==> config.mk <==
export PLATFORM = sky130hd
export DESIGN_NAME = alu_issue
export DESIGN_NICKNAME = d
export VERILOG_FILES = /design/src/rtl/alu_pkg.sv /design/src/rtl/sync_fifo.sv /design/src/rtl/alu_issue.sv
export SDC_FILE = /design/constraint.sdc
export NUM_CORES = 1
export LEC_CHECK = 0
export CAP_MARGIN = 20
export CORE_ASPECT_RATIO = 0.8
export CORE_MARGIN = 10
export CORE_UTILIZATION = 35
export CTS_CLUSTER_DIAMETER = 60
export CTS_CLUSTER_SIZE = 16
export DETAILED_ROUTE_END_ITERATION = 8
export HOLD_SLACK_MARGIN = 0.15
export PLACE_DENSITY = 0.54
export REMOVE_ABC_BUFFERS = 1
export SYNTH_ARGS = -nofsm -noshare
export SYNTH_HDL_FRONTEND = slang
export SYNTH_HIERARCHICAL = 1
export SYNTH_SLANG_ARGS = --single-unit
export TNS_END_PERCENT = 30
==> constraint.sdc <==
create_clock -name clk -period 8.4 [get_ports clk]
set_input_delay 1.26 -clock clk [delete_from_list [all_inputs] [get_ports clk]]
set_output_delay 1.26 -clock clk [all_outputs]
set_load 0.02 [all_outputs]
==> src/rtl/alu_pkg.sv <==
// Shared types for the ALU operand-issue stage: widths, opcode encoding, request record.
package alu_pkg;

    localparam int DATA_W    = 64;
    localparam int OP_W      = 4;
    // Request tags up to this width are carried; alu_issue's TAG_W must not exceed it.
    localparam int TAG_W_MAX = 8;

    typedef enum logic [OP_W-1:0] {
        OP_ADD = 4'h0,
        OP_1   = 4'h1,
        OP_2   = 4'h2,
        OP_3   = 4'h3,
        OP_4   = 4'h4,
        OP_5   = 4'h5,
        OP_6   = 4'h6,
        OP_7   = 4'h7,
        OP_8   = 4'h8,
        OP_9   = 4'h9,
        OP_A   = 4'hA,
        OP_B   = 4'hB,
        OP_C   = 4'hC,
        OP_D   = 4'hD,
        OP_E   = 4'hE,
        OP_F   = 4'hF
    } alu_op_e;

    typedef struct packed {
        logic [DATA_W-1:0]    a;
        logic [DATA_W-1:0]    b;
        alu_op_e              op;
        logic [TAG_W_MAX-1:0] tag;
    } alu_req_t;

endpackage

==> src/rtl/sync_fifo.sv <==
// Generic single-clock FIFO with occupancy count; head data is visible combinationally.
module sync_fifo #(
    parameter int WIDTH = 8,
    parameter int DEPTH = 4,
    parameter int CW    = $clog2(DEPTH) + 1
) (
    input  logic             clk,
    input  logic             rst_n,
    input  logic             i_push,
    input  logic [WIDTH-1:0] i_wdata,
    input  logic             i_pop,
    output logic [WIDTH-1:0] o_rdata,
    output logic [CW-1:0]    o_count
);

    localparam int AW = $clog2(DEPTH);

    logic [WIDTH-1:0] r_mem [DEPTH];
    logic [AW-1:0]    r_wr_ptr;
    logic [AW-1:0]    r_rd_ptr;
    logic [CW-1:0]    r_count;
    logic             w_do_push;
    logic             w_do_pop;

    // A push into a full FIFO is only honoured when the head leaves in the same cycle.
    assign w_do_pop  = i_pop && (r_count != '0);
    assign w_do_push = i_push && ((r_count != CW'(DEPTH)) || w_do_pop);

    always_ff @(posedge clk or negedge rst_n) begin
        if (!rst_n) begin
            r_wr_ptr <= '0;
            r_rd_ptr <= '0;
            r_count  <= '0;
        end else begin
            if (w_do_push) r_wr_ptr <= r_wr_ptr + 1'b1;
            if (w_do_pop)  r_rd_ptr <= r_rd_ptr + 1'b1;
            case ({w_do_push, w_do_pop})
                2'b10:   r_count <= r_count + 1'b1;
                2'b01:   r_count <= r_count - 1'b1;
                default: r_count <= r_count;
            endcase
        end
    end

    always_ff @(posedge clk) begin
        if (w_do_push) r_mem[r_wr_ptr] <= i_wdata;
    end

    assign o_rdata = r_mem[r_rd_ptr];
    assign o_count = r_count;

endmodule

==> src/rtl/alu_issue.sv <==
// Operand-issue stage in front of the registered 64-bit ALU: request FIFO, credit-gated issue, in-order result buffer.
// Build option ALU_ISSUE_BYPASS_EN: an empty request FIFO lets a request go straight to the ALU at its accept edge.
module alu_issue
    import alu_pkg::*;
#(
    parameter int DEPTH     = 4,
    parameter int RES_DEPTH = 4,
    parameter int TAG_W     = 4
) (
    input  logic              clk,
    input  logic              rst_n,
    input  logic              in_valid,
    output logic              in_ready,
    input  logic [DATA_W-1:0] in_a,
    input  logic [DATA_W-1:0] in_b,
    input  logic [OP_W-1:0]   in_op,
    input  logic [TAG_W-1:0]  in_tag,
    output logic [DATA_W-1:0] alu_a,
    output logic [DATA_W-1:0] alu_b,
    output logic [OP_W-1:0]   alu_op,
    input  logic [DATA_W-1:0] alu_result,
    output logic              out_valid,
    input  logic              out_ready,
    output logic [DATA_W-1:0] out_result,
    output logic [TAG_W-1:0]  out_tag
);

    localparam int REQ_CW = $clog2(DEPTH) + 1;
    localparam int RES_CW = $clog2(RES_DEPTH) + 1;
    localparam int RES_W  = DATA_W + TAG_W;
    localparam logic [RES_CW:0] RES_LIM = (RES_CW + 1)'(RES_DEPTH);

    logic              r_alive;
    logic              r_s1;
    logic              r_s2;
    logic [TAG_W-1:0]  r_s1_tag;
    logic [TAG_W-1:0]  r_s2_tag;
    logic [DATA_W-1:0] r_alu_a;
    logic [DATA_W-1:0] r_alu_b;
    alu_op_e           r_alu_op;

    alu_req_t          w_req_in;
    alu_req_t          w_req_head;
    alu_req_t          w_issue_req;
    logic [REQ_CW-1:0] w_req_count;
    logic              w_req_empty;
    logic              w_req_full;
    logic              w_req_push;
    logic              w_req_pop;
    logic              w_accept;
    logic              w_bypass;
    logic              w_issue;
    logic              w_credit;
    logic [RES_CW:0]   w_used;
    logic [RES_CW-1:0] w_res_count;
    logic [RES_W-1:0]  w_res_head;
    logic              w_res_pop;
    logic              w_unused_tag;

    always_comb begin
        w_req_in                  = '0;
        w_req_in.a                = in_a;
        w_req_in.b                = in_b;
        w_req_in.op               = alu_op_e'(in_op);
        w_req_in.tag[TAG_W-1:0]   = in_tag;
    end

    assign w_req_empty = (w_req_count == '0);
    assign w_req_full  = (w_req_count == REQ_CW'(DEPTH));

    // r_alive keeps in_ready low through reset and for the first edge after release.
    assign in_ready = r_alive && !w_req_full;
    assign w_accept = in_valid && in_ready;

    // Slots already committed downstream: buffered results plus both pipeline stages.
    assign w_used   = {1'b0, w_res_count} + {{RES_CW{1'b0}}, r_s1} + {{RES_CW{1'b0}}, r_s2};
    assign w_credit = (w_used < RES_LIM);

`ifdef ALU_ISSUE_BYPASS_EN
    assign w_bypass = w_req_empty && w_accept && w_credit;
`else
    assign w_bypass = 1'b0;
`endif

    assign w_req_pop   = !w_req_empty && w_credit;
    assign w_req_push  = w_accept && !w_bypass;
    assign w_issue     = w_req_pop || w_bypass;
    assign w_issue_req = w_bypass ? w_req_in : w_req_head;

    // Tag bits above TAG_W are always zero-filled and never consumed.
    assign w_unused_tag = ^w_issue_req.tag;

    sync_fifo #(
        .WIDTH ($bits(alu_req_t)),
        .DEPTH (DEPTH)
    ) u_req_fifo (
        .clk     (clk),
        .rst_n   (rst_n),
        .i_push  (w_req_push),
        .i_wdata (w_req_in),
        .i_pop   (w_req_pop),
        .o_rdata (w_req_head),
        .o_count (w_req_count)
    );

    always_ff @(posedge clk or negedge rst_n) begin
        if (!rst_n) begin
            r_alive  <= 1'b0;
            r_s1     <= 1'b0;
            r_s2     <= 1'b0;
            r_s1_tag <= '0;
            r_s2_tag <= '0;
            r_alu_a  <= '0;
            r_alu_b  <= '0;
            r_alu_op <= OP_ADD;
        end else begin
            r_alive  <= 1'b1;
            r_s1     <= w_issue;
            r_s2     <= r_s1;
            r_s2_tag <= r_s1_tag;
            if (w_issue) begin
                r_alu_a  <= w_issue_req.a;
                r_alu_b  <= w_issue_req.b;
                r_alu_op <= w_issue_req.op;
                r_s1_tag <= w_issue_req.tag[TAG_W-1:0];
            end
        end
    end

    assign alu_a  = r_alu_a;
    assign alu_b  = r_alu_b;
    assign alu_op = r_alu_op;

    assign out_valid = (w_res_count != '0);
    assign w_res_pop = out_valid && out_ready;

    // Credits bound occupancy, so the s2 write never needs a full check.
    sync_fifo #(
        .WIDTH (RES_W),
        .DEPTH (RES_DEPTH)
    ) u_res_fifo (
        .clk     (clk),
        .rst_n   (rst_n),
        .i_push  (r_s2),
        .i_wdata ({alu_result, r_s2_tag}),
        .i_pop   (w_res_pop),
        .o_rdata (w_res_head),
        .o_count (w_res_count)
    );

    assign out_result = out_valid ? w_res_head[RES_W-1:TAG_W] : '0;
    assign out_tag    = out_valid ? w_res_head[TAG_W-1:0]     : '0;

endmodule

# Yosys cells after proc, flatten, opt, wreduce, memory -nomap -nowiden
# Memory sizes are Yosys's and may differ from the RTL's. A register that Yosys moved wholly into a read port is not among the register bits.
# Index checks and enable logic that the tools add are counted.
# W data, S select, Z words.
# word_totals
reg_bits	21
mem_bits_rw	816
input_bits	204
output_inout_bits	202
elab_cells	56
mem_count	2
# op_classes
n_addsub	10
n_lt_le_gt_ge	1
eq_ne	7
n_mux	8
reduce_logical	18
# mem_list
name	depth	width	read_ports	rd_clocked_by_memory_dff	write_ports	line_no	source
u_req_fifo.r_mem	4	136	1	1	1	sync_fifo.sv:18	logic [WIDTH-1:0] r_mem [DEPTH];
u_res_fifo.r_mem	4	68	1	0	1	sync_fifo.sv:18	
# ops
cell	count
$mux W64	1
$pmux W3 S2	2
$add A2 B1 Y2 const B	4
$logic_and A1 B1 Y1	8
$add A3 B1 Y3 const B	2
$ne A3 B3 Y1 const B	2
$reduce_bool A3 Y1	2
$sub A3 B1 Y3 const B	2
$add A3 B1 Y4	1
$add A4 B1 Y4	1
$eq A2 B1 Y1 const B	2
$eq A2 B2 Y1 const B	2
$lt A4 B3 Y1 const B	1
$mux W1	4
$mux W4	1
$reduce_bool A2 Y1	2
$eq A3 B3 Y1 const B	1
$logic_not A1 Y1	3
$logic_not A3 Y1	1
$logic_or A1 B1 Y1	2

# Logic depth before layout (Yosys ltp)
# Gate-level depths: netlist of run 1.
# depth
ltp_word	9
depth_mapped	12
ltp_nobuf	9

# Cells and area by module
# The synthesis of run 1 kept the hierarchy.
# modules_own_cells
module	instances	cells_per_inst	area_each_um2	seq_area_each_um2
sync_fifo (u_req_fifo)	1	782	20676.1	16991.3
sync_fifo (u_res_fifo)	1	406	10276.1	8343.0
alu_issue	1	381	6416.2	3578.4

# Least setup slack after synthesis of run 1
# No wires, ideal clock.
# synth_path
path_type	register -> register
from	register u_res_fifo.r_count[0], in the netlist u_res_fifo/o_count[0]
to	memory u_req_fifo/r_mem[0][0] (netlist name), enable pin
setup_ns	0.516
arrival_ns	5.382
required_ns	7.884
setup_slack_ns	2.502
stages_incl_launch_ff	10
path_buffers	3
synth_period_minus_slack_ns	5.898
cell_sequence	dfrtp_1 -> ha_1 -> a21o_1 -> a211oi_2 -> buf_6 -> buf_12 -> buf_4 -> inv_1 -> a31oi_1 -> and2_1
# synth_between
elab_chain_cells	9
# synth_lines
item	line_no	source
start, declared	sync_fifo.sv:21	logic [CW-1:0] r_count;
start signal, assigned	sync_fifo.sv:38	2'b10: r_count <= r_count + 1'b1;
start signal, assigned	sync_fifo.sv:39	2'b01: r_count <= r_count - 1'b1;
start signal, assigned	sync_fifo.sv:40	default: r_count <= r_count;
$add A3 B1 Y4	alu_issue.sv:76	assign w_used = {1'b0, w_res_count} + {{RES_CW{1'b0}}, r_s1} + {{RES_CW{1'b0}}, r_s2};
$add A4 B1 Y4	alu_issue.sv:76	
$lt A4 B3 Y1	alu_issue.sv:77	assign w_credit = (w_used < RES_LIM);
$logic_and A1 B1 Y1	alu_issue.sv:85	assign w_req_pop = !w_req_empty && w_credit;
named net w_issue	alu_issue.sv:52	logic w_issue;
$logic_and A1 B1 Y1	sync_fifo.sv:26	assign w_do_pop = i_pop && (r_count != '0);
$logic_or A1 B1 Y1	sync_fifo.sv:27	assign w_do_push = i_push && ((r_count != CW'(DEPTH)) || w_do_pop);
$logic_and A1 B1 Y1	sync_fifo.sv:27	
$mux W1	sync_fifo.sv:46	if (w_do_push) r_mem[r_wr_ptr] <= i_wdata;
$mux W1 (implied by the code)	sync_fifo.sv:46	
end, declared	sync_fifo.sv:18	
# The timed path passes the listed nets, and every way through them passes these cells.

# Final worst setup path of run 1
# layout_path
from	register u_res_fifo.r_rd_ptr[0]
to	output port out_tag[3]
# layout_between
elab_chain_cells	2
# layout_lines
item	line_no	source
start, declared	sync_fifo.sv:20	logic [AW-1:0] r_rd_ptr;
start signal, assigned	sync_fifo.sv:36	if (w_do_pop) r_rd_ptr <= r_rd_ptr + 1'b1;
$mem_v2 Z4 W68	n/a	
named net w_res_head[3]	alu_issue.sv:56	logic [RES_W-1:0] w_res_head;
$mux W4	alu_issue.sv:152	assign out_tag = out_valid ? w_res_head[TAG_W-1:0] : '0;
end, declared	alu_issue.sv:25	output logic [TAG_W-1:0] out_tag
# The timed path passes the listed nets, and every way through them passes these cells.

==> run_results.csv, run 1 <==
group,metric,value,unit
cts,clock_tree.root_cell,"clkbuf_16",
die,dieHeight,310,um
timing,finalCritPeriodShare,0.589,
cts,clk_latency,0.63,ns
logic_synthesis,ys_warn_count,6,
detailed_routing,drc,0,
cts,cts_buffers,79,
critical_path,crit_arrival,3.69,ns
timing,setup_viol,0,
die,ios,406,
timing,post-route-min-period,4.95,ns
cells_and_area,syn2layout_area_growth,21.5,%
cts,postCtsHoldBufs,0,
global_routing,grt_usage,0.139,
timing,fmax,0.202,GHz
place,dp_hpwl,52100,um
place,dp_slack,3.51,ns
cells_and_area,fin_area,44700,um^2
global_routing,antenna_found_initial,29,
cts,cts_tree,"built",
timing,setup-tns-final,0,ns
critical_path,critPathLaunchType,"flop",
run_status,outcome,"finished clean",
cells_and_area,drive_gt1_frac,0.241,
timing,rsz0062_at_grt,"no",
detailed_routing,post_drt_via_cell_ratio,4.82,
critical_path,crit_path_end_kind,"output port",
power,p_leak,15.0,nW
detailed_routing,dr.pass1.iters,5,
die,initial_utilization,0.353,
global_routing,grt_pass1_vias,17835,
cts,path_clk_slew,0.07,ns
timing,finalHoldViolCount,0,
global_routing,grt-ovfl-total,0,
cells_and_area,fin_nets,2199,
logic_synthesis,synthesis.area_per_instance,23.8,um^2
cts,clock-sinks,973,
die,core_area,104000,um^2
detailed_routing,wl_per_cell,24.3,um
cts,cts_buffer_depth,3,
die,rows,106,
die,die_x,383,um
place,place.gp.congestion,0.699,
die,dieArea,119000,um^2
critical_path,worstPathRequired,7.14,ns
run,maxCapViolations,0,
hold_path,hp-class,"flop to flop",
cells_and_area,n_fill_cell,9078,
detailed_routing,vias,16626,
detailed_routing,drtIter0Drc,1040,
timing,worst_pin_slew,0.994,ns
timing,slew_violations,0,
timing,skew,0.0207,ns
power,powerDensity,377,nW/um^2
logic_synthesis,synth_area,36800,um^2
critical_path,worst-setup-path-type,"flop to output port",
cts,cts-htree-levels,3,
timing,slew-limit-headroom,0.337,
detailed_routing,wirelength,83900,um
place,dpl_cell_area,42300,um^2
global_routing,grt_max_degree,87,
timing,setup_ws,3.45,ns
critical_path,crit_path_max_fanout,42,
global_routing,grt_first_pass_wirelength,124000,um
cts,ctsResizeCount,0,
place,port_buffers,405,
cts,post-cts-setup-buffer-count,0,
power,peakVddDrop,0.385,mV
detailed_routing,ant_nets,0,
logic_synthesis,synth_cells,1548,
cells_and_area,utilization,0.428,
[critical path, cell delays in order (launching register included)]
cell	delay, ns
dfrtp_4	0.82
buf_4	0.79
mux4_2	0.61
and2_1	0.19
clkdlybuf4s50_1	0.56
[routing by layer]
| layer | wire length [um] | global-route usage |
|---|---|---|
| met1 | 36100 | 0.184 |
| met2 | 39300 | 0.219 |
| met3 | 6460 | 0.0499 |
| met4 | 1760 | 0.0328 |
| met5 | 317 | 0 |
[worst paths after layout]
path / startpoint / to / slack [ns] / depth (start not counted)
min in group asynchronous: rst_n / alu_a[55] / 0.59 / 1
setup / recovery: u_res_fifo/r_rd_ptr[0] / out_tag[3] / 3.45 / 4
max in group asynchronous: rst_n / u_res_fifo/r_rd_ptr[0] / 6.34 / 2
hold reg to reg: r_s1_tag[1] / r_s2_tag[1] / 0.38 / 0
hold / removal: r_s1_tag[1] / r_s2_tag[1] / 0.38 / 0
setup reg to reg: r_s2 / u_req_fifo/r_mem[2][105] / 3.86 / 8
[metrics by stage]
| stage | total power, mW | hold slack [ns] | cells |
|---|---|---|---|
| finish | 16.9 | 0.382 | 3446 |
| global route | 17.8 | 0.392 | 3445 |
| CTS | 17.2 | 0.384 | 3445 |
| detailed placement | 13.6 | 0.373 | 3307 |
| floorplan | 11.4 | 0.350 | 1473 |
| global placement | 13.5 | 0.370 | 3303 |
[area by class of cell]
cell class / count / area (um^2) / share of cell area
Inverter: 11 / 41.3 / 0.000924
Multi-Input combinational cell: 489 / 7710 / 0.172
Sequential cell: 973 / 28400 / 0.636
Antenna cell: 1 / 2.50 / 0.0000560
Tap cell: 1404 / 1760 / 0.0393
Clock buffer: 113 / 2170 / 0.0485
Clock inverter: 25 / 246 / 0.00551
Timing Repair Buffer: 430 / 4340 / 0.0970
[cell usage in the layout (no fill, tap or decap), types with 3 or more instances in the layout]
cell type / count
dfrtp_1: 153
inv_6: 9
nor2_1: 5
edfxtp_1: 816
xor2_1: 4
clkinv_8: 3
nand2_1: 3
buf_4: 20
clkinv_4: 4
dfrtp_4: 3
mux2_4: 130
mux4_2: 204
nand3_1: 4
buf_16: 4
and2_1: 70
ha_1: 9
mux2_2: 8
clkbuf_16: 81
and2_4: 8
clkinv_1: 3
clkbuf_1: 30
xnor2_1: 6
inv_1: 10
clkbuf_8: 3
clkdlybuf4s50_1: 404
[sequential cells by signal, indices dropped and copies added, names as in the netlist, 4 cells and up]
signal,flops
alu_b,64
alu_op,4
r_s1_tag,4
u_res_fifo/r_mem,272
alu_a,64
u_req_fifo/r_mem,544
r_s2_tag,4
[where the power goes]
group	leakage (nW)	total, mW	internal, mW	switching [mW]
clock network	1.16	3.58	1.86	1.71
logic	4.57	6.33	3.37	2.96
registers	9.25	6.97	6.32	0.643
total	15.0	16.9	11.6	5.31
Power figures use the tool's default switching activity.
==> run 2: changes to the inputs <==
clock period = 4.8 ns   (was 8.4 ns; I/O delays follow)
==> run_results.csv, run 2 (synthesis gave the netlist of run 1 again) <==
group,metric,value,unit
cts,post-cts-setup-buffer-count,0,
run,maxCapViolations,0,
detailed_routing,top_layer_used,"met5",
critical_path,reg2reg_to,"u_req_fifo/o_count[1]",
place,port_buffers,405,
timing,fmax,0.258,GHz
cts,cts_tree,"built",
critical_path,worst-setup-path-type,"flop to output port",
global_routing,grt_max_degree,103,
timing,finalCritPeriodShare,0.808,
cells_and_area,final_common_cell,"edfxtp_1",
power,total_power,29.9,mW
cells_and_area,syn2layout_area_growth,22.7,%
die,ios,406,
cts,postCtsHoldBufs,1,
die,core_area,104000,um^2
power,peakVddDrop,0.670,mV
critical_path,cp_slowest_cell,"dfrtp_2",
hold_path,min_to,"r_s2_tag[3]",
cells_and_area,multi_input_area,7710,um^2
cells_and_area,largest_reg_flops,544,
detailed_routing,post_drt_via_cell_ratio,4.82,
timing,worst_pin_slew,0.993,ns
cells_and_area,fin_nets,2215,
critical_path,crit_chain,"buf_12 > mux4_2 > and2_1 > clkdlybuf4s50_1",
detailed_routing,drc,0,
timing,slew_violations,0,
timing,setup_viol,0,
critical_path,critPathLaunchType,"flop",
detailed_routing,ant_nets,0,
global_routing,grt_usage,0.139,
timing,finalHoldViolCount,0,
detailed_routing,wl_met2,40100,um
detailed_routing,dr.pass1.iters,6,
critical_path,crit_path_max_fanout,38,
cts,cts_buffers,80,
detailed_routing,wirelength,83900,um
critical_path,ff2ff_setup_slack,1.27,ns
place,dp_cells,3321,
cts,cts_buffer_depth,3,
cells_and_area,final_cell_count_no_fill,3465,
timing,slew-limit-headroom,0.338,
detailed_routing,drt-met1-wl,35800,um
detailed_routing,wl_per_cell,24.2,um
timing,rsz0062_at_grt,"no",
global_routing,grt_pass1_vias,18079,
detailed_routing,wl_met3,6270,um
cts,path_clk_slew,0.06,ns
run_status,outcome,"finished clean",
critical_path,reg2reg_from,"r_s2",
die,rows,106,
die,initial_utilization,0.353,
global_routing,grt_first_pass_wirelength,124000,um
cells_and_area,top_register,"u_req_fifo/r_mem",
detailed_routing,vias,16703,
hold_path,min_from,"r_s1_tag[3]",
critical_path,crit_arrival,3.16,ns
cts,clock_tree.root_cell,"clkbuf_16",
cts,clock-sinks,973,
die,die_x,383,um
critical_path,crit_path_end_kind,"output port",
critical_path,rr_worst_depth,10,
place,place.gp.congestion,0.759,
global_routing,antenna_found_initial,26,
timing,post-route-min-period,3.88,ns
place,dp_hpwl,53200,um
cells_and_area,drive_gt1_frac,0.248,
die,dieHeight,310,um
cells_and_area,final_cell_mix,"816 x edfxtp_1, 404 x clkdlybuf4s50_1, 204 x mux4_2",
detailed_routing,drtIter0Drc,1112,
cells_and_area,final-seq-area,28400,um^2
cts,ctsResizeCount,0,
cells_and_area,largestRegisters,"u_req_fifo/r_mem (544), u_res_fifo/r_mem (272)",
global_routing,grt-ovfl-total,0,
power,powerDensity,663,nW/um^2
critical_path,critPathMaxStageDelay,1.01,ns
power,p_leak,15.2,nW
hold_path,hold_depth,0,
timing,skew,0.0340,ns
cts,cts-htree-levels,3,
cells_and_area,n_fill_cell,8942,
hold_path,hp-class,"flop to flop",
critical_path,worstPathRequired,4.08,ns
die,dieArea,119000,um^2
cts,clk_latency,0.65,ns
run 2: changes by cell type in the layout (fill, tap and decap cells not counted), sizes merged:
cell / delta
buf: +14
clkinvlp: +1
diode: +3
dlygate4sd3: +1
clkinv: +1
bufinv: +1
clkbuf: -2
run 2: final cells by class:
cell class | count | area share
diodes | 4 | 0.000222
clock buffers | 111 | 0.0481
clock inverters | 28 | 0.00823
inverters | 11 | 0.000915
multi-input cells | 489 | 0.171
flip-flops and latches | 973 | 0.630
well taps | 1404 | 0.0389
repair buffers | 445 | 0.103
run 2: power by group:
group | total [mW] | switching, mW | internal [mW]
registers | 12.1 | 1.08 | 11.1
clock network | 6.45 | 3.08 | 3.37
logic | 11.4 | 5.31 | 6.06
total | 29.9 | 9.47 | 20.5
run 2: worst max-delay path, delay by kind of cell, from the launching register on:
family | cells | cell delay (ns)
buffers and inverters | 2 | 0.91
DFF | 1 | 1.01
muxes | 1 | 0.37
and+or+nand+nor | 1 | 0.20
run 2: routing by layer:
layer  track usage  vias to the layer above
li1              -                     7219
met1         0.184                     8829
met2         0.225                      486
met3        0.0437                      133
met4        0.0314                       36
met5             0                        -
run 2: stage by stage:
| step | hold slack, ns | area, um^2 | setup WS [ns] | util | TNS, ns |
|---|---|---|---|---|---|
| 2_1_floorplan | 0.350 | 36200 | -9.63 | - | -6100.82 |
| 3_3_place_gp | 0.367 | 42500 | 1.07 | 0.407 | 0 |
| 3_5_place_dp | 0.370 | 42600 | 1.08 | 0.408 | 0 |
| 4_1_cts | 0.384 | 45100 | 0.807 | 0.432 | 0 |
| 5_1_grt | 0.389 | 45100 | 0.723 | 0.432 | 0 |
| 6_report | 0.379 | 45100 | 0.923 | 0.433 | 0 |
run 2: worst max-delay path by stage:
| stage | start | endpoint | slack [ns] | depth (start not counted) |
|---|---|---|---|---|
| 2_1_floorplan | r_s2 | u_req_fifo/r_mem[0][0] | -9.63 | 6 |
| 3_3_place_gp | u_res_fifo/o_count[1] | u_res_fifo/r_mem[0][58] | 1.07 | 4 |
| 3_5_place_dp | in_valid | u_req_fifo/r_mem[2][10] | 1.08 | 6 |
| 4_1_cts | u_res_fifo/r_rd_ptr[0] | out_result[45] | 0.81 | 4 |
| 5_1_grt | u_res_fifo/r_rd_ptr[0] | out_tag[1] | 0.72 | 4 |
| 6_report | u_res_fifo/r_rd_ptr[1] | out_result[59] | 0.92 | 4 |
